**src/rtl/fifo_read_adapter_pkg.sv**
```systemverilog
// Shared constants and occupancy type for the FIFO read adapter.
package fifo_read_adapter_pkg;

  localparam int unsigned BUF_DEPTH  = 2;
  localparam int unsigned RD_LATENCY = 1;

  typedef logic [1:0] occ_t;

  // True when occ + inflight - pop < BUF_DEPTH; compared without subtraction to avoid underflow.
  function automatic logic has_room(input occ_t occ, input logic inflight, input logic pop);
    logic [2:0] committed;
    logic [2:0] limit;
    committed = {1'b0, occ} + {2'b00, inflight};
    limit     = 3'(BUF_DEPTH) + {2'b00, pop};
    return committed < limit;
  endfunction

endpackage

```
**src/rtl/fifo_skid_buf.sv**
```systemverilog
// Two-entry in-order skid buffer; entry 0 is always the head.
module fifo_skid_buf
  import fifo_read_adapter_pkg::*;
#(
  parameter int unsigned DSIZE = 8
) (
  input  logic             clk_i,
  input  logic             rst_ni,
  input  logic             push_i,
  input  logic [DSIZE-1:0] din_i,
  input  logic             pop_i,
  output logic [DSIZE-1:0] head_o,
  output logic [1:0]       occ_o
);

  logic [DSIZE-1:0] ent0_q, ent0_d;
  logic [DSIZE-1:0] ent1_q, ent1_d;
  occ_t             occ_q, occ_d;

  always_comb begin
    ent0_d = ent0_q;
    ent1_d = ent1_q;
    occ_d  = occ_q;
    unique case ({push_i, pop_i})
      2'b10: begin
        if (occ_q == 2'd0) ent0_d = din_i;
        else               ent1_d = din_i;
        occ_d = occ_q + 2'd1;
      end
      2'b01: begin
        ent0_d = ent1_q;
        occ_d  = occ_q - 2'd1;
      end
      2'b11: begin
        // Capture and pop together: shift head out, new word lands behind any survivor.
        if (occ_q == 2'd1) begin
          ent0_d = din_i;
        end else begin
          ent0_d = ent1_q;
          ent1_d = din_i;
        end
      end
      default: ;
    endcase
  end

  always_ff @(posedge clk_i) begin
    if (!rst_ni) begin
      ent0_q <= '0;
      ent1_q <= '0;
      occ_q  <= '0;
    end else begin
      ent0_q <= ent0_d;
      ent1_q <= ent1_d;
      occ_q  <= occ_d;
    end
  end

  assign head_o = ent0_q;
  assign occ_o  = occ_q;

endmodule

```
**src/rtl/fifo_read_adapter.sv**
```systemverilog
// FIFO read port to valid/ready stream adapter with 1-cycle read latency.
// Packet framing (out_last) is built only when FIFO_READ_ADAPTER_LAST_EN is defined.
module fifo_read_adapter
  import fifo_read_adapter_pkg::*;
#(
  parameter int unsigned DSIZE   = 8,
  parameter int unsigned PKT_LEN = 16
) (
  input  logic             rclk,
  input  logic             rrst_n,
  input  logic [DSIZE-1:0] rdata,
  input  logic             rempty,
  output logic             rinc,
  output logic [DSIZE-1:0] out_data,
  output logic             out_valid,
  input  logic             out_ready,
  output logic             out_last
);

  logic       inflight_q, inflight_d;
  logic [1:0] occ;
  logic       pop;

  assign out_valid  = (occ != 2'd0);
  assign pop        = out_valid && out_ready;
  assign rinc       = rrst_n && !rempty && has_room(occ, inflight_q, pop);
  assign inflight_d = rinc;

  always_ff @(posedge rclk) begin
    if (!rrst_n) inflight_q <= 1'b0;
    else         inflight_q <= inflight_d;
  end

  fifo_skid_buf #(
    .DSIZE (DSIZE)
  ) u_skid_buf (
    .clk_i  (rclk),
    .rst_ni (rrst_n),
    .push_i (inflight_q),
    .din_i  (rdata),
    .pop_i  (pop),
    .head_o (out_data),
    .occ_o  (occ)
  );

`ifdef FIFO_READ_ADAPTER_LAST_EN
  localparam logic [15:0] LAST_BEAT = 16'(PKT_LEN - 1);

  logic [15:0] beat_q, beat_d;

  always_comb begin
    beat_d = beat_q;
    if (pop) beat_d = (beat_q == LAST_BEAT) ? '0 : beat_q + 16'd1;
  end

  always_ff @(posedge rclk) begin
    if (!rrst_n) beat_q <= '0;
    else         beat_q <= beat_d;
  end

  assign out_last = out_valid && (beat_q == LAST_BEAT);
`else
  assign out_last = 1'b0;
`endif

endmodule

```
**config.mk**
```make
export PLATFORM = sky130hd
export DESIGN_NAME = fifo_read_adapter
export DESIGN_NICKNAME = d
export VERILOG_FILES = /design/src/rtl/fifo_read_adapter_pkg.sv /design/src/rtl/fifo_skid_buf.sv /design/src/rtl/fifo_read_adapter.sv
export SDC_FILE = /design/constraint.sdc
export NUM_CORES = 1
export LEC_CHECK = 0
export CORE_MARGIN = 2
export CORE_UTILIZATION = 39
export CTS_CLUSTER_SIZE = 10
export DETAILED_ROUTE_END_ITERATION = 6
export PLACE_DENSITY = 0.65
export SLEW_MARGIN = 30
export SYNTH_ARGS = -nofsm -noshare
export SYNTH_HDL_FRONTEND = slang
export SYNTH_SLANG_ARGS = --single-unit
```
**constraint.sdc**
```tcl
create_clock -name rclk -period 1.7 [get_ports rclk]
set_input_delay 0.34 -clock rclk [delete_from_list [all_inputs] [get_ports rclk]]
set_output_delay 0.34 -clock rclk [all_outputs]
set_load 0.02 [all_outputs]
```
==> results of run 1 <==
state kept, by name, indices dropped and copies added, names as in the netlist:
name and cells:
inflight_q 1, u_skid_buf.ent1_q 8, u_skid_buf.occ_o 2, u_skid_buf.head_o 8
final cells by class:
cell class                      instances  area share [%]
Multi-Input combinational cell         69           41.08
Sequential cell                        19           26.33
Inverter                                4           1.201
Clock buffer                            4           1.801
Timing Repair Buffer                   43           27.19
Tap cell                               28           2.401
through the flow:
step                setup slack [ns]   TNS, ns
floorplan                     0.1106         0
global placement             -0.4512    -1.195
detailed placement           -0.6005    -1.418
CTS                         -0.08988  -0.08988
global route                 -0.1632   -0.1693
finish                      -0.09246  -0.09246
cells in the mapped netlist:
cell / count / area share (%)
buf_2: 1 / 0.53
o2111a_1: 1 / 1.2
inv_4: 1 / 0.66
inv_1: 3 / 1.2
nor2_1: 4 / 1.6
a211oi_4: 1 / 2.1
ha_1: 5 / 6.6
a222oi_1: 1 / 1.1
buf_4: 1 / 0.79
and2_1: 1 / 0.66
nor3b_1: 1 / 0.79
dfxtp_1: 19 / 40
nand2b_1: 2 / 1.3
clkbuf_1: 2 / 0.79
xnor2_1: 1 / 0.93
conb_1: 1 / 0.40
nand2_1: 4 / 1.6
and3_1: 2 / 1.3
buf_6: 1 / 1.2
mux2i_1: 15 / 16
mux2_2: 1 / 1.2
nor2b_1: 8 / 5.3
nand3_1: 1 / 0.53
a22o_1: 1 / 0.93
a21oi_4: 1 / 1.7
a21oi_1: 9 / 4.8
o21ai_0: 9 / 4.8
layer usage:
metal	vias to the layer above	wire length, um
met5	-	0
met3	2	56
met1	367	991
li1	418	-
met4	0	12
met2	14	1070
tightest hold or removal path, cell delays in order (launching register included):
cell and delay (ns):
dfxtp_1 0.35, mux2i_1 0.06, nor2b_1 0.09
worst max path at each step:
stage          slack (ns)                 from  cells past startpoint  endpoint
3_5_place_dp        -0.60            out_ready                      5      rinc
3_3_place_gp        -0.45            out_ready                      5      rinc
5_1_grt             -0.16  u_skid_buf.occ_o[0]                      6      rinc
4_1_cts             -0.09  u_skid_buf.occ_o[0]                      6      rinc
6_report            -0.09  u_skid_buf.occ_o[0]                      6      rinc
2_1_floorplan        0.11  u_skid_buf.occ_o[0]                      5      rinc
power groups by stage:
stage	clock network (uW)	registers, uW	logic, uW
2_1_floorplan	0	748	510
3_3_place_gp	0	643	1100
3_5_place_dp	0	647	1120
6_report	224	645	1390
5_1_grt	261	661	1490
4_1_cts	238	645	1240
kinds of logic (layout without fill, tap and decap cells):
family                     Yosys count  count (layout)  synth area share (%)
AOI/OAI and AO/OA                   23              23                 16.53
and+or+nand+nor                     23              23                 13.09
DFF                                 19              19                 40.21
muxes                               16              16                 17.06
buffers and inverters                9              51                 5.159
adders and majority gates            5               5                 6.614
other                                1               1                0.3964
xor gates and xnor gates             1               1                0.9261
repair_timing:
item	in CTS	in global routing
pin swaps	5	5
gates resized for setup	23	7
setup endpoints to repair	18	11
buffers inserted	3	4
endpoints found under the hold margin	0	0
==> run summary, run 1 <==
The run finished, with violations left. The checks that failed: negative setup slack. For the number of antenna violations at the first check in global routing, the log shows 0.

The first global-routing pass estimated 3.525 mm of wire. The run gives 0.07 ns as the register-to-register setup slack. Leaving out fill and tap cells, the most frequent cells in the layout are 20 x buf_4, 19 x clkdlybuf4s50_1, 16 x dfxtp_1. The run gives 19 as the number of sinks handled by clock tree synthesis.

The tools report the CTS root buffer as clkbuf_4. The routed layout has 801 vias. The die covers 0.002836 sq mm. The average wire per cell in the routed design was 12.76 um; the detailed placer's ending HPWL was 1.444 mm. In this run switching power makes up 36.81% of total power. Hold is met by 0.5284 ns. The internal power was 1424 uW; the count of state elements after synthesis was 19. The worst hold path belongs to the class reg -> reg. The logs give 19.76% for the global routing usage on met1 and 114 for the net count after synthesis. The cell total after placement came out at 156.

The worst hold path was traced through 2 stages. Synthesis handed over a netlist of 97 instances. The floorplan has 17 rows.

The tools report the antenna diode count as 0. Once the floorplan was initialized, standard cells occupied 41.95% of the core. The worst setup path is of the reg -> out kind.

The clock arrives with 0.009463 ns of skew. Across the run, the number of max-cap violations was 0. The portion of total power attributed to the clock network is 9.9%. The layout overhead on the synthesized area came out at 54.23%. The clock passes through at most 2 buffers.

The most heavily used metal layer in global routing was met2. The power density relative to cell area is 1545 mW/mm^2. Registers are responsible for 28.6% of the overall power. The register cell area after layout is 384.1 sq um, and the count of final max-slew check failures is 0. The launch instance of the worst register-to-register path was u_skid_buf.occ_o[1]. The detail route stage leaves a number of antenna-violating nets equal to 0. Wires add up to 2.131 mm. The data required time at the worst endpoint was 1.36 ns; the clock-pin slew reported for the worst setup and hold paths after clock tree synthesis was 0.11 ns. For the met2 track demand over resource, the log shows 32.10%.

For the number of search-and-repair iterations in the first detailed-routing pass, the log shows 4. The largest individual stage delay along the critical path comes from the cell dfxtp_2. 23 I/O pins were placed. In this run the worst path has a maximum fanout of 3. The logic gate share of total power is 61.5%, and the ratio of cells with drive above 1 in the final layout is 32.37%.

The worst hold path begins at u_skid_buf.ent1_q[5]. The total of endpoints with negative setup slack in the final report is 1, and the part of the Yosys area used for sequential elements is 40.21%. On the worst path, the slowest cell contributes a delay of 0.36 ns.

The multi-input gate area in the final layout is 599.3 sq um. The run gives 0.0005626 uW as the leakage dissipation. The tools report the number of standard cells in the final layout excluding fillers as 167. After clock tree synthesis, the flow added hold-fix buffers numbering 0. The net count of the finished layout is 157. TritonCTS built the clock tree.

In this run, CTS created clock tree buffers numbering 3. The critical path goes through inv_2, ha_4, nand2b_4, o21ai_4, and3_4, buf_6. The final critical path takes up 105.4% of the cycle.

Setup repair after global routing could not meet its margin everywhere. The largest net degree at the start of global routing was 20. Port buffering added 21 buffers.

In this run the cell area of the synthesized design comes to 945.9 sq um. The number of buffers and inverters on the critical path is 2. Number of hold violations in the final report: 0. The layout has 204 filler cells. For the setup slack after layout, the log shows -0.09246 ns. For this run, design rule violations remaining after detail routing come to 0. The worst setup path is captured at an output port. The placed instances occupy a cell area of 0.001297 sq mm.

The routability congestion estimate from global placement was 0.7093. Global routing used 17.60% of the available tracks. The logs give 4.520% for the met3 usage in global routing and 0.0008801 V for the maximum resistive drop on vdd.

Final standard cell area without fillers: 0.001459 sq mm. Leaving out fill and tap cells, the most frequent cell in the layout is buf_4. The endpoint identified for the worst register-to-register timing path is u_skid_buf.head_o[7].

Broken down by cell family, the worst path's largest delay share belongs to flip-flops. Dividing the detail-routed via count by the number of cells gives 4.796. The highest attainable clock frequency came out at 0.5579 GHz.

The worst hold path terminates at u_skid_buf.ent1_q[5]. The height of the chip was 53.25 um. Total number of H-tree levels: 1. The per-instance average area after synthesis works out to 9.752 sq um. The die is 53.25 um wide. The power spent charging and discharging nets is 829.8 uW. The worst setup path is launched from a flip-flop. Counting distinct cell types in the post-synthesis netlist gives 27. Measured in cells, the most critical reg-to-reg path has a length of 8. Once layout is complete, the utilization of the core stands at 64.71%. The Yosys step of the flow raised 0 warnings. Via count of the first global-routing pass: 758. At the later pin of the worst-skew pair, clock insertion delay measures 0.29 ns.

Power comes to 2254 uW. Counting I/O delays and the setup requirement, the final critical path takes 1.792 ns. The placeable core area was 0.002255 sq mm. The detailed router finished its first iteration with 13 violations. The data arrival time of the critical path is 1.45 ns, and the remaining global-route overflow is 0.
Note: power is estimated with default switching activity, not from simulation.
==> inputs of run 2 (changes only) <==
--- a/config.mk
+++ b/config.mk
@@ -5,11 +5,12 @@
 export SDC_FILE = /design/constraint.sdc
 export NUM_CORES = 1
 export LEC_CHECK = 0
+export ABC_CLOCK_PERIOD_IN_PS = 2070
 export CORE_MARGIN = 2
 export CORE_UTILIZATION = 39
 export CTS_CLUSTER_SIZE = 10
 export DETAILED_ROUTE_END_ITERATION = 6
-export PLACE_DENSITY = 0.65
+export PLACE_DENSITY = 0.62
 export SLEW_MARGIN = 30
 export SYNTH_ARGS = -nofsm -noshare
 export SYNTH_HDL_FRONTEND = slang
==> constraint.sdc (replaced) <==
create_clock -name rclk -period 2.07 [get_ports rclk]
set_input_delay 0.414 -clock rclk [delete_from_list [all_inputs] [get_ports rclk]]
set_output_delay 0.414 -clock rclk [all_outputs]
set_load 0.02 [all_outputs]
==> run 2 against run 1 <==
  * The flow now finishes without violations
  * Sequential power fell by 19%
  * Clock skew barely moved
  * Sequential share of layout area rose by 2.9 points
  * Clock power fell by 16%
  * Power fell by 30%
  * Wire length fell by 12%
  * Flip-flop and latch count did not move
  * Critical endpoint unchanged
==> run summary, run 2 (synthesis results as in run 1) <==
The run finished with clean final reports. The logs give 1 (unchanged) for the total number of H-tree levels and 209 (+2.5%) for the count of fill cells added during filler insertion. The top cell types in the final layout, fill and taps aside, are 19 x clkdlybuf4s50_1, 18 x dfxtp_1, 15 x mux2i_1. The portion of total power attributed to the clock network is 11.9% (+2.0 points), and the number of nets with antenna violations after routing is 0 (unchanged).

The logic gate share of total power is 54.9% (-6.6 points). The remaining global-route overflow was 0 (unchanged). The height of the chip came out at 53.25 um (unchanged).

Largest stage delay on the critical path: 0.34 ns (-0.02 ns). The run gives 747 (-6.7%) as the total via count after detailed routing. The layout overhead on the synthesized area came out at 38.23%. The maximum buffer depth of the clock tree came out at 2 (unchanged). The internal power is 975.7 uW (-31%). The critical-path maximum fanout is 3 (unchanged), and the clock-pin slew reported for the worst setup and hold paths after clock tree synthesis is 0.11 ns (about the same).

The number of buffers added on ports is 21 (unchanged). The run gives 33.2% (+4.6 points) as the fraction of power consumed by sequential logic. Die area: 0.002836 sq mm (unchanged). TritonCTS built the clock tree.

Traced cell by cell, the critical path runs through buf_4, ha_2, ha_4, o21ai_2, and3_4, buf_6. The power spent charging and discharging nets came out at 603.8 uW (-27%). The run gives 1.66 ns (+0.30 ns) as the data required time at the worst endpoint. The total CTS buffers came out at 3 (unchanged). Leaving out fill and tap cells, the most frequent cell in the layout is clkdlybuf4s50_1.

The run gives 1.393 mm (-3.5%) as the detailed placer's ending HPWL. The cell at the slowest stage of the critical path is dfxtp_2. The kind of launch point of the worst setup path was a flip-flop. The global-route wire length before repair came out at 3.236 mm (-8.2%).

STA classifies the critical path endpoint as an output port. The clock latency on the worst-skew pair was 0.30 ns (about the same); the count of final max-slew check failures was 0 (unchanged). For the final cell utilization of the core, the log shows 57.99% (-6.7 points). The site row count is 17 (unchanged), and the global-route usage over all layers is 16.00% (-1.6 points). The number of antenna violations at the first check in global routing came out at 0 (unchanged). The die width was 53.25 um (unchanged); the via count of the first global-routing pass was 732 (-3.4%). Static timing analysis puts the maximum clock frequency at 0.5121 GHz. The tree is rooted in a clkbuf_4. The logs give 20 (unchanged) for the largest net degree at the start of global routing and 0.009267 ns (-0.0001954 ns) for the setup clock skew after layout. The average vias per placed instance came out at 4.788 (-0.17%).

The run gives 0.0005911 V (-33%) as the maximum resistive drop on vdd. The run gives 7 (-6) as the number of DRC markers after the initial detailed-route iteration. In this run the most critical hold path is launched from u_skid_buf.ent1_q[4]. The worst register-to-register path begins at u_skid_buf.occ_o[1].

The number of search-and-repair iterations in the first detailed-routing pass is 4 (unchanged), and the initial cell density of the core is 41.95% (unchanged). The ratio of cells with drive above 1 in the final layout is 19.53% (-13 points), and the number of hold violations in the final report is 0 (unchanged). The logs give 23 (unchanged) for the number of primary I/O pins and 19 (unchanged) for the number of sinks handled by clock tree synthesis.

The run gives 0.0004973 uW (-12%) as the leakage dissipation. The fraction of power spent switching nets came out at 38.23% (+1.4 points). The path category of the worst min-delay check was reg -> reg. Multi-input gate area in the final layout: 540.5 sq um (-9.8%). In this run the worst setup path begins at u_skid_buf.occ_o[0]. The final critical-path share of the clock period came out at 94.33%. The register cell area after layout is 381.6 sq um (-0.65%). The path type of the worst setup path is reg -> out. The max-capacitance violation count is 0 (unchanged), and the total of endpoints with negative setup slack in the final report is 0 (-1). The routability congestion estimate from global placement is 0.7145 (+0.73%). The total wirelength of the detailed-routed design came out at 1.874 mm (-12%). The placeable core area came out at 0.002255 sq mm (unchanged). Setup repair after global routing left no endpoint under its margin. The post-CTS repair timing setup buffer count is 0 (-3). The data arrival time of the critical path came out at 1.54 ns (+0.09 ns).

Post-layout minimum cycle time: 1.953 ns. The final total negative setup slack came out at 0 ns (+0.09246 ns). The antenna diode count came out at 0 (unchanged). The net count of the finished layout was 146 (-7.0%); the total DRC errors in the routed layout was 0 (unchanged). The average wire per cell in the routed design is 12.01 um (-5.9%), and the power density relative to cell area is 1208 mW/mm^2 (-22%).
## run 2: metrics by stage
| step | total power [uW] | std cells | instance area (sq um) | setup WS (ns) | hold slack (ns) |
|---|---|---|---|---|---|
| global route | 1711 | 156 | 1308 | 0.04184 | 0.5584 |
| finish | 1579 | 156 | 1308 | 0.1174 | 0.5284 |
| CTS | 1575 | 156 | 1279 | 0.002577 | 0.5328 |
| global placement | 1373 | 152 | 1255 | -0.2248 | 0.4947 |
| detailed placement | 1388 | 152 | 1255 | -0.2870 | 0.5086 |
| floorplan | 1033 | 97 | 945.9 | 0.4066 | 0.4824 |
## run 2: path summary, 6_finish.rpt
| path | slack [ns] | endpoint | cells past startpoint |
|---|---|---|---|
| worst max-delay path | 0.12 | rinc | 6 |
| worst min register to register | 0.53 | u_skid_buf.ent1_q[4] | 2 |
| worst min-delay path | 0.53 | u_skid_buf.ent1_q[4] | 2 |
| worst max register to register | 0.24 | u_skid_buf.head_o[3] | 7 |
## run 2: repair_timing
item	CTS	global route
hold buffers	0	0
endpoints found under the hold margin	0	0
resized for setup	6	7
pin swaps	0	2
setup endpoints to repair	2	1
## run 2: area by class of cell
| class | instances | share of cell area [%] |
|---|---|---|
| well taps | 28 | 2.679 |
| clock inverters | 1 | 0.3828 |
| multi-input cells | 69 | 41.34 |
| clock buffers | 3 | 1.722 |
| inverters | 4 | 1.340 |
| repair buffers | 32 | 23.35 |
| flip-flops and latches | 19 | 29.19 |
## run 2: power by group through the flow
| stage | Sequential [uW] | Clock, uW | Combinational, uW |
|---|---|---|---|
| finish | 524 | 188 | 868 |
| global placement | 525 | 0 | 848 |
| global route | 537 | 217 | 957 |
| CTS | 523 | 201 | 851 |
| floorplan | 614 | 0 | 419 |
| detailed placement | 528 | 0 | 859 |
## run 2: critical path, delay by kind of cell (launching register included)
| kind | cells | cell delay (ns) |
|---|---|---|
| flip-flops | 1 | 0.34 |
| buffers and inverters | 2 | 0.24 |
| adder cells (fa/ha/maj) | 2 | 0.41 |
| AO/OA/AOI/OAI | 1 | 0.06 |
| AND/OR/NAND/NOR | 1 | 0.19 |
## run 2: routing by layer
metal / track usage, % / up-vias / wire length, um / part of all wire [%]
li1: - / 395 / - / -
met1: 20.84 / 336 / 903 / 48
met2: 25.10 / 14 / 883 / 47
met3: 3.955 / 2 / 76 / 4.1
met4: 6.410 / 0 / 11 / 0.59
met5: 0 / - / 0 / 0
==> inputs of run 3 (changes only) <==
--- a/config.mk
+++ b/config.mk
@@ -6,7 +6,6 @@
 export NUM_CORES = 1
 export LEC_CHECK = 0
 export ABC_CLOCK_PERIOD_IN_PS = 2070
-export CORE_MARGIN = 2
 export CORE_UTILIZATION = 39
 export CTS_CLUSTER_SIZE = 10
 export DETAILED_ROUTE_END_ITERATION = 6
==> run 3 against run 2 <==
  * Power is 3.1% lower
  * Sequential power hardly changed
  * Setup slack better by 0.029 ns
  * Worst hold slack better by 0.0058 ns
  * Cell area is 3.5% lower
  * Maximum frequency is 1.5% higher
  * Global-route usage is 0.38 points lower
  * Die area is 7.4% lower
  * Critical path depth stayed put
  * Wire length is 9.0% lower
  * Non-clock buffer count is 1 lower
  * Critical endpoint unchanged
  * Highest routed layer is now met3
==> run summary, run 3 (synthesis results as in run 1) <==
The flow ran to the end, and the final reports show no timing, DRC or antenna violations. The post-layout minimum cycle time came out at 1.924 ns (-0.02896 ns). STA classifies the critical path startpoint as a flip-flop.

The actual slew at the worst max-slew pin is 0.4964 ns, and the depth of the most critical reg-to-reg path is 7 (unchanged). The initial cell density of the core is 41.95% (unchanged), and the register-to-register setup slack is 0.25 ns (about the same). The logs give 66.83% for the normalized max-slew margin and 13 (+6) for the number of DRC markers after the initial detailed-route iteration. Number of buffers added on ports: 21 (unchanged). Setup repair after global routing left no endpoint under its margin. The average vias per placed instance was 4.877 (+1.9%). The tools report the total wirelength of the detailed-routed design as 1.706 mm (-9.0%). In this run the critical register-to-register path is launched from u_skid_buf.occ_o[1]. The setup path with the least slack is of type reg -> out.

The logs give 1530 uW (-3.1%) for the final total power and 151 (-0.66%) for the cell total after placement. The number of instances resized during post-cts repair was 6 (unchanged); the total via count after detailed routing was 756 (+1.2%). Data required time at the worst endpoint: 1.66 ns (about the same). The ratio of cells with drive above 1 in the final layout works out to 16.54% (-3.0 points).

The power density relative to cell area is 1213 mW/mm^2 (+0.44%). The leakage dissipation came out at 0.0004936 uW (-0.74%). The top cell types in the final layout, fill and taps aside, are 19 x clkdlybuf4s50_1, 18 x dfxtp_1, 15 x mux2i_1.

The run gives 0.5198 GHz (+1.5%) as the highest attainable clock frequency. The run gives 155 (-0.64%) as the number of standard cells in the final layout excluding fillers. The library cell used most frequently in the layout, excluding fill and tap cells, is clkdlybuf4s50_1. The number of search-and-repair iterations in the first detailed-routing pass was 4 (unchanged); the placeable core area was 0.002255 sq mm (unchanged).

The average wire per cell in the routed design was 11.01 um (-8.4%); the number of primary I/O pins was 23 (unchanged). The die width works out to 51.25 um (-3.8%). The post-CTS repair timing setup buffer count is 0 (unchanged), and the max-capacitance violation count is 0 (unchanged). The routability congestion estimate from global placement was 0.7147 (about the same); the setup clock skew after layout was 0.004880 ns (-0.004388 ns). The number of sinks handled by clock tree synthesis was 19 (unchanged); the number of antenna violations at the first check in global routing was 0 (unchanged).

The tools report the largest net degree at the start of global routing as 20 (unchanged). The final critical-path share of the clock period was 92.93% (-1.4 points). For the post-cts hold buffer count, the log shows 0 (unchanged). STA classifies the critical path endpoint as an output port.

The maximum buffer depth of the clock tree is 2 (unchanged), and the number of nets with antenna violations after routing is 0 (unchanged). CTS placed an instance of clkbuf_4 at the clock tree root. The run gives 3 (unchanged) as the total CTS buffers. The run gives 0 (unchanged) as the total DRC errors in the routed layout.

Launching instance or port of the critical path: u_skid_buf.occ_o[0]. The tools report the maximum resistive drop on vdd as 0.0006508 V (+10%). The data arrival time of the critical path was 1.51 ns (-0.03 ns); the layout overhead on the synthesized area was 33.33%. The global-route usage over all layers is 15.63% (-0.38 points). Height of the chip: 51.25 um (-3.8%). The number of hold violations in the final report came out at 0 (unchanged).

The run gives 1 (unchanged) as the total number of H-tree levels. For the clock latency on the worst-skew pair, the log shows 0.29 ns (about the same). The tools report the reg-to-reg endpoint as u_skid_buf.head_o[4]. The tools report the antenna diode count as 0 (unchanged). The critical-path maximum fanout works out to 3 (unchanged). The detailed placer's ending HPWL is 1.252 mm (-10%). The die area is 0.002627 sq mm (-7.4%).

The tools report the total of endpoints with negative setup slack in the final report as 0 (unchanged). The critical path capture point is rinc. Count of final max-slew check failures: 0 (unchanged).

The net count of the finished layout is 145 (-0.68%). TritonCTS built the clock tree. The via count of the first global-routing pass was 729 (-0.41%).

The tools report the final total negative setup slack as 0 ns (unchanged). The path category of the worst min-delay check was reg -> reg. The clock-pin slew reported for the worst setup and hold paths after clock tree synthesis was 0.11 ns (about the same); the global-route wire length before repair was 3.084 mm (-4.7%). Remaining global-route overflow: 0 (unchanged).

The site row count came out at 17 (unchanged).
==> run 3: final cells by class <==
| class | count | area [sq um] |
|---|---|---|
| fillers | 223 | 993.5 |
| repair buffers | 31 | 279.0 |
| flip-flops and latches | 19 | 381.6 |
| inverters | 4 | 17.52 |
| multi-input cells | 69 | 520.5 |
| clock buffers | 3 | 22.52 |
| clock inverters | 1 | 5.005 |
| well taps | 28 | 35.03 |
==> run 3: per-layer routing <==
layer,wire (um),GRT usage [%]
met5,0,0
met4,0,4.054
met3,65,3.571
met2,786,26.75
met1,853,19.64
==> run 3: worst min path at each step <==
| stage | end | slack [ns] | cells past startpoint | start |
|---|---|---|---|---|
| global route | u_skid_buf.ent1_q[0] | 0.55 | 2 | u_skid_buf.ent1_q[0] |
| detailed placement | u_skid_buf.ent1_q[2] | 0.51 | 2 | u_skid_buf.ent1_q[2] |
| floorplan | u_skid_buf.ent1_q[0] | 0.48 | 2 | u_skid_buf.ent1_q[0] |
| global placement | u_skid_buf.ent1_q[7] | 0.50 | 2 | u_skid_buf.ent1_q[7] |
| CTS | u_skid_buf.ent1_q[5] | 0.54 | 2 | u_skid_buf.ent1_q[5] |
| finish | u_skid_buf.ent1_q[3] | 0.53 | 2 | u_skid_buf.ent1_q[3] |
==> run 3: critical path, stage by stage (launching register included) <==
cell      delay, ns
dfxtp_2        0.35
inv_1          0.05
ha_1           0.20
nand2b_1       0.18
o21ai_2        0.13
and3_1         0.15
buf_2          0.15
==> run 3: through the flow <==
step | setup slack, ns | area, sq um | util [%] | hold slack [ns]
finish | 0.1464 | 1261 | 55.94 | 0.5342
global placement | -0.2376 | 1235 | 54.77 | 0.4961
global route | 0.008255 | 1261 | 55.94 | 0.5491
detailed placement | -0.2845 | 1235 | 54.77 | 0.5079
floorplan | 0.4066 | 945.9 | - | 0.4824
CTS | 0.01313 | 1264 | 56.05 | 0.5372
==> run 3: where the power goes <==
part / switching, uW / leakage (uW) / total, uW / internal, uW
registers: 50.4 / 0.000156 / 523 / 472
clock network: 113 / 0.0000177 / 184 / 71.7
logic: 422 / 0.000320 / 823 / 401
==> patch 1, RTL diff (settings of run 1) <==
`DSIZE` is set to 8 in 2 places; all go to 16.
--- a/src/rtl/fifo_skid_buf.sv
+++ b/src/rtl/fifo_skid_buf.sv
@@ -3,5 +3,5 @@
   import fifo_read_adapter_pkg::*;
 #(
-  parameter int unsigned DSIZE = 8
+  parameter int unsigned DSIZE = 16
 ) (
   input  logic             clk_i,
--- a/src/rtl/fifo_read_adapter.sv
+++ b/src/rtl/fifo_read_adapter.sv
@@ -4,5 +4,5 @@
   import fifo_read_adapter_pkg::*;
 #(
-  parameter int unsigned DSIZE   = 8,
+  parameter int unsigned DSIZE   = 16,
   parameter int unsigned PKT_LEN = 16
 ) (
Interface: changed (resized out_data and rdata); port bits go from 23 to 39. No check against the original RTL was run, so the function may have changed too.
==> patch 1 against run 1 <==
- via count increased by 75%
- highest routed layer unchanged
- die area increased by 61%
- sequential cell count increased by 16
- non-clock buffer count increased by 14
- setup slack improved by 0.0021 ns
- sequential power increased by 80%
- synthesized area increased by 66%
- clock power increased to 3.2 times the old value
- the run still ends with negative setup slack left
- final cell count increased by 68%
- core utilization decreased by 5.6 points
- largest power group unchanged
- routed wire length increased by 81%
- design area increased by 60%
- largest cell class unchanged
- total power increased by 71%
==> patch 1: results (changes against run 1) <==
post-synthesis cell area 1570 um2 (+66%); fill cell count 322 (+58%); post-synth net total 202 (+77%); Max Clock Skew 0.00322 ns (-0.00624 ns); multi-input combinational area share 0.377 (-0.0335); Syn Area/Cell 8.89 um2 (-8.9%); Post-Route Setup TNS -0.0904 ns (+0.00211 ns); Seq/total area 0.302 (+0.0389); fraction of the mapped netlist area in adder cells 0.0398 (-0.0264); setup bufs post-CTS 2 (-1); post-place setup slack -0.598 ns (+0.00209 ns); bufs w/o clock 57 (+33%); synthesis-to-layout area growth 48.2%; # setup viols final 1 (unchanged); clock root buffer clkbuf_8; Worst-path clk slew 0.07 ns (-0.04 ns); hold_sp u_skid_buf.ent1_q[7]$_SDFFE_PN0P_; ranking of synthesized cells by area dfxtp_1, mux2i_1, nand2_1; routed wire length 3.86 mm (+81%); Via-to-Cell Ratio 4.99 (+4.1%); clock network area share 0.0440 (+0.0260); Final HPWL DP 2.58 mm (+78%); worst reg2reg path endpoint u_skid_buf.ent1_q[15]$_SDFFE_PN0P_; first-pass GRT wire length 6.32 mm (+79%); Port Buffers 37 (+76%); setup ws final -0.0904 ns (+0.00211 ns); Layout non-clock buf frac 0.243 (-0.0287); H-tree depth 2 (+1); post-synthesis sequential area ratio 0.446 (+0.0434); via count 1,398 (+75%); Seq cells 35 (+16); GPL Wtd Cong 0.786 (+11%); initial DRC count 58 (+45); Compound-Gate Fraction of Synth Area 0.154 (-0.0110); multi-input gates 127 (+84%); Synth top cells by count dfxtp_1, nand2_1, o21ai_0, mux2i_1, nor2b_1; XOR/XNOR Fraction of Synth Area 0.00557 (-0.00369); R2R depth 7 (-1); Lkg Pwr 0.000870 uW (+55%); CTS Buf Count 5 (+2); mux contribution to synthesized area 0.115 (-0.0553); clkbuf count 6 (+2); layout net count 255 (+62%); dpl cells 272 (+74%); register-to-register setup slack 0.06 ns; Max VDD drop 0.733 mV (-17%); min-delay worst type flip-flop to flip-flop; Overall Global Routing Usage 0.186 (+0.00988); failing checks negative setup slack; largest net degree at the start of global routing 36 (+80%); status complete, but fails checks; post-CTS resize count 28 (+22%)
[patch 1: report_power, final]
group,total (uW),switching (uW),internal [uW]
logic,1970,983,991
clock network,716,287,429
registers,1160,111,1050
[patch 1: worst min-delay path by stage]
| stage | end | slack [ns] | cells after the start |
|---|---|---|---|
| detailed placement | u_skid_buf.head_o[7]$_SDFFE_PN0P_ | 0.46 | 2 |
| CTS | u_skid_buf.head_o[7]$_SDFFE_PN0P_ | 0.47 | 2 |
| global placement | u_skid_buf.head_o[10]$_SDFFE_PN0P_ | 0.45 | 2 |
| finish | u_skid_buf.head_o[7]$_SDFFE_PN0P_ | 0.47 | 2 |
| floorplan | u_skid_buf.occ_o[1]$_SDFFE_PN0P_ | 0.43 | 1 |
| global route | u_skid_buf.head_o[13]$_SDFFE_PN0P_ | 0.50 | 2 |
[patch 1: layer usage]
metal,GRT usage,vias up,wire length (um)
met4,0.0587,0,36
met2,0.335,29,1930
met5,0,-,0
met1,0.211,653,1740
met3,0.0517,6,158
li1,-,710,-
==> patch 2, RTL diff (flow settings as in run 1) <==
Without the edit above. Add a define of `FIFO_READ_ADAPTER_LAST_EN`.
--- a/src/rtl/fifo_read_adapter.sv
+++ b/src/rtl/fifo_read_adapter.sv
@@ -1,4 +1,6 @@
 // FIFO read port to valid/ready stream adapter with 1-cycle read latency.
 // Packet framing (out_last) is built only when FIFO_READ_ADAPTER_LAST_EN is defined.
+`define FIFO_READ_ADAPTER_LAST_EN
+
 module fifo_read_adapter
   import fifo_read_adapter_pkg::*;
Behaviour: same outputs for any inputs over 10 cycles, from zero or initial values and one cycle with rrst_n low; that may be too few to reach the edited logic, so the function may still have changed.
==> patch 2 against run 1 <==
- the flow still finishes with violations (negative setup slack)
- routed wire length increased by 73%
- sequential cell count increased by 16
- global-route usage decreased by 1.3 points
- synthesized area increased by 78%
- setup slack got worse by 0.025 ns
- count of clock-buffer cells in the layout increased by 2
- final cell count increased by 80%
- total power increased by 51%
- sequential power increased by 61%
- design area increased by 71%
==> patch 2: results (changes against run 1) <==
status complete, but fails checks; failing checks negative setup slack; first-pass GRT wire length 6.45 mm (+83%); CTS Buf Count 5 (+2); clock root buffer clkbuf_8; Port Buffers 22 (+4.8%); largest net degree at the start of global routing 19 (-5.0%); # setup viols final 2 (+1); post-synthesis sequential area ratio 0.416 (+0.0142); layout net count 267 (+70%); post-synth net total 205 (+80%); WL per Instance 12.3 um (-3.7%); sequential power 1040 uW (+61%); initial DRC count 50 (+37); Combinational Power Share 0.435 (-0.180); synthesis-to-layout area growth 48.6%; fill cell count 338 (+66%); Top reg by flops beat_q; Synth top cells by count dfxtp_1, nor2_1, nand2_1, nand3_1, xnor2_1; cell count after synthesis 187 (+93%); ratio of cells with drive above 1 in the final layout 0.308 (-0.0157); GPL Wtd Cong 0.756 (+6.6%); Arr. time, crit path 1.48 ns (+0.03 ns); Max VDD drop 0.487 mV (-45%); routed wire length 3.69 mm (+73%); Post-Route Setup TNS -0.180 ns (-0.0880 ns); Power, Total 3390 uW (+51%); Worst-path clk slew 0.07 ns (-0.04 ns); fraction of the mapped netlist area in adder cells 0.0446 (-0.0215); CTS Buffer Depth 2 (unchanged); Overall Global Routing Usage 0.163 (-0.0132); Final HPWL DP 2.67 mm (+85%); dpl cells 290 (+86%); Psw 1090 uW (+32%); Compound-Gate Fraction of Synth Area 0.0900 (-0.0754); Netlist cell types 34 (+26%); vias in the first global route 1,475 (+95%); Lkg Pwr 0.000982 uW (+75%); XOR/XNOR Fraction of Synth Area 0.0781 (+0.0688); Max Clock Skew 0.00821 ns (-0.00125 ns); mux contribution to synthesized area 0.0535 (-0.117); H-tree depth 2 (+1); ranking of synthesized cells by area dfxtp_1, nor2_1, xnor2_1; setup ws final -0.117 ns (-0.0250 ns)
patch 2: cell count changes in the layout (fill, tap and decap cells not counted), sizes merged, moves of 7 or more:
cell           run 1  this run
o21ai              9         2
nand3              1        12
a21oi             10         3
a311oi             0         8
nor2               4        34
xnor2              1        12
nor4               0         7
nand2              4        18
dfxtp             19        35
buf               24        42
patch 2: worst paths after layout:
| check | start | endpoint | slack, ns | cells past startpoint |
|---|---|---|---|---|
| max | u_skid_buf.occ_o[0]$_SDFFE_PN0P_ | rinc | -0.12 | 6 |
| min | u_skid_buf.ent1_q[2]$_SDFFE_PN0P_ | u_skid_buf.head_o[2]$_SDFFE_PN0P_ | 0.49 | 2 |
| max reg2reg | u_skid_buf.occ_o[0]$_SDFFE_PN0P_ | beat_q[8]$_SDFFE_PN0P_ | 0.03 | 8 |
| min reg2reg | u_skid_buf.ent1_q[2]$_SDFFE_PN0P_ | u_skid_buf.head_o[2]$_SDFFE_PN0P_ | 0.49 | 2 |
patch 2: what timing repair did:
item,CTS,global route
setup endpoints to repair,25,17
pin swaps,3,9
setup buffers,1,2
resized for setup,29,10
patch 2: final cells by class:
cell class                      count  area share
Timing Repair Buffer               61       0.214
Inverter                            8      0.0120
Multi-Input combinational cell    138       0.414
Sequential cell                    35       0.282
Tap cell                           50      0.0250
Clock buffer                        6      0.0290
Clock inverter                      2      0.0240
patch 2: per-layer routing:
| metal | up-vias | global-route usage | part of all wire |
|---|---|---|---|
| met5 | - | 0 | 0 |
| met4 | 0 | 0.0577 | 0.011 |
| met3 | 4 | 0.0465 | 0.030 |
| met2 | 18 | 0.276 | 0.48 |
| met1 | 705 | 0.197 | 0.48 |
| li1 | 781 | - | - |
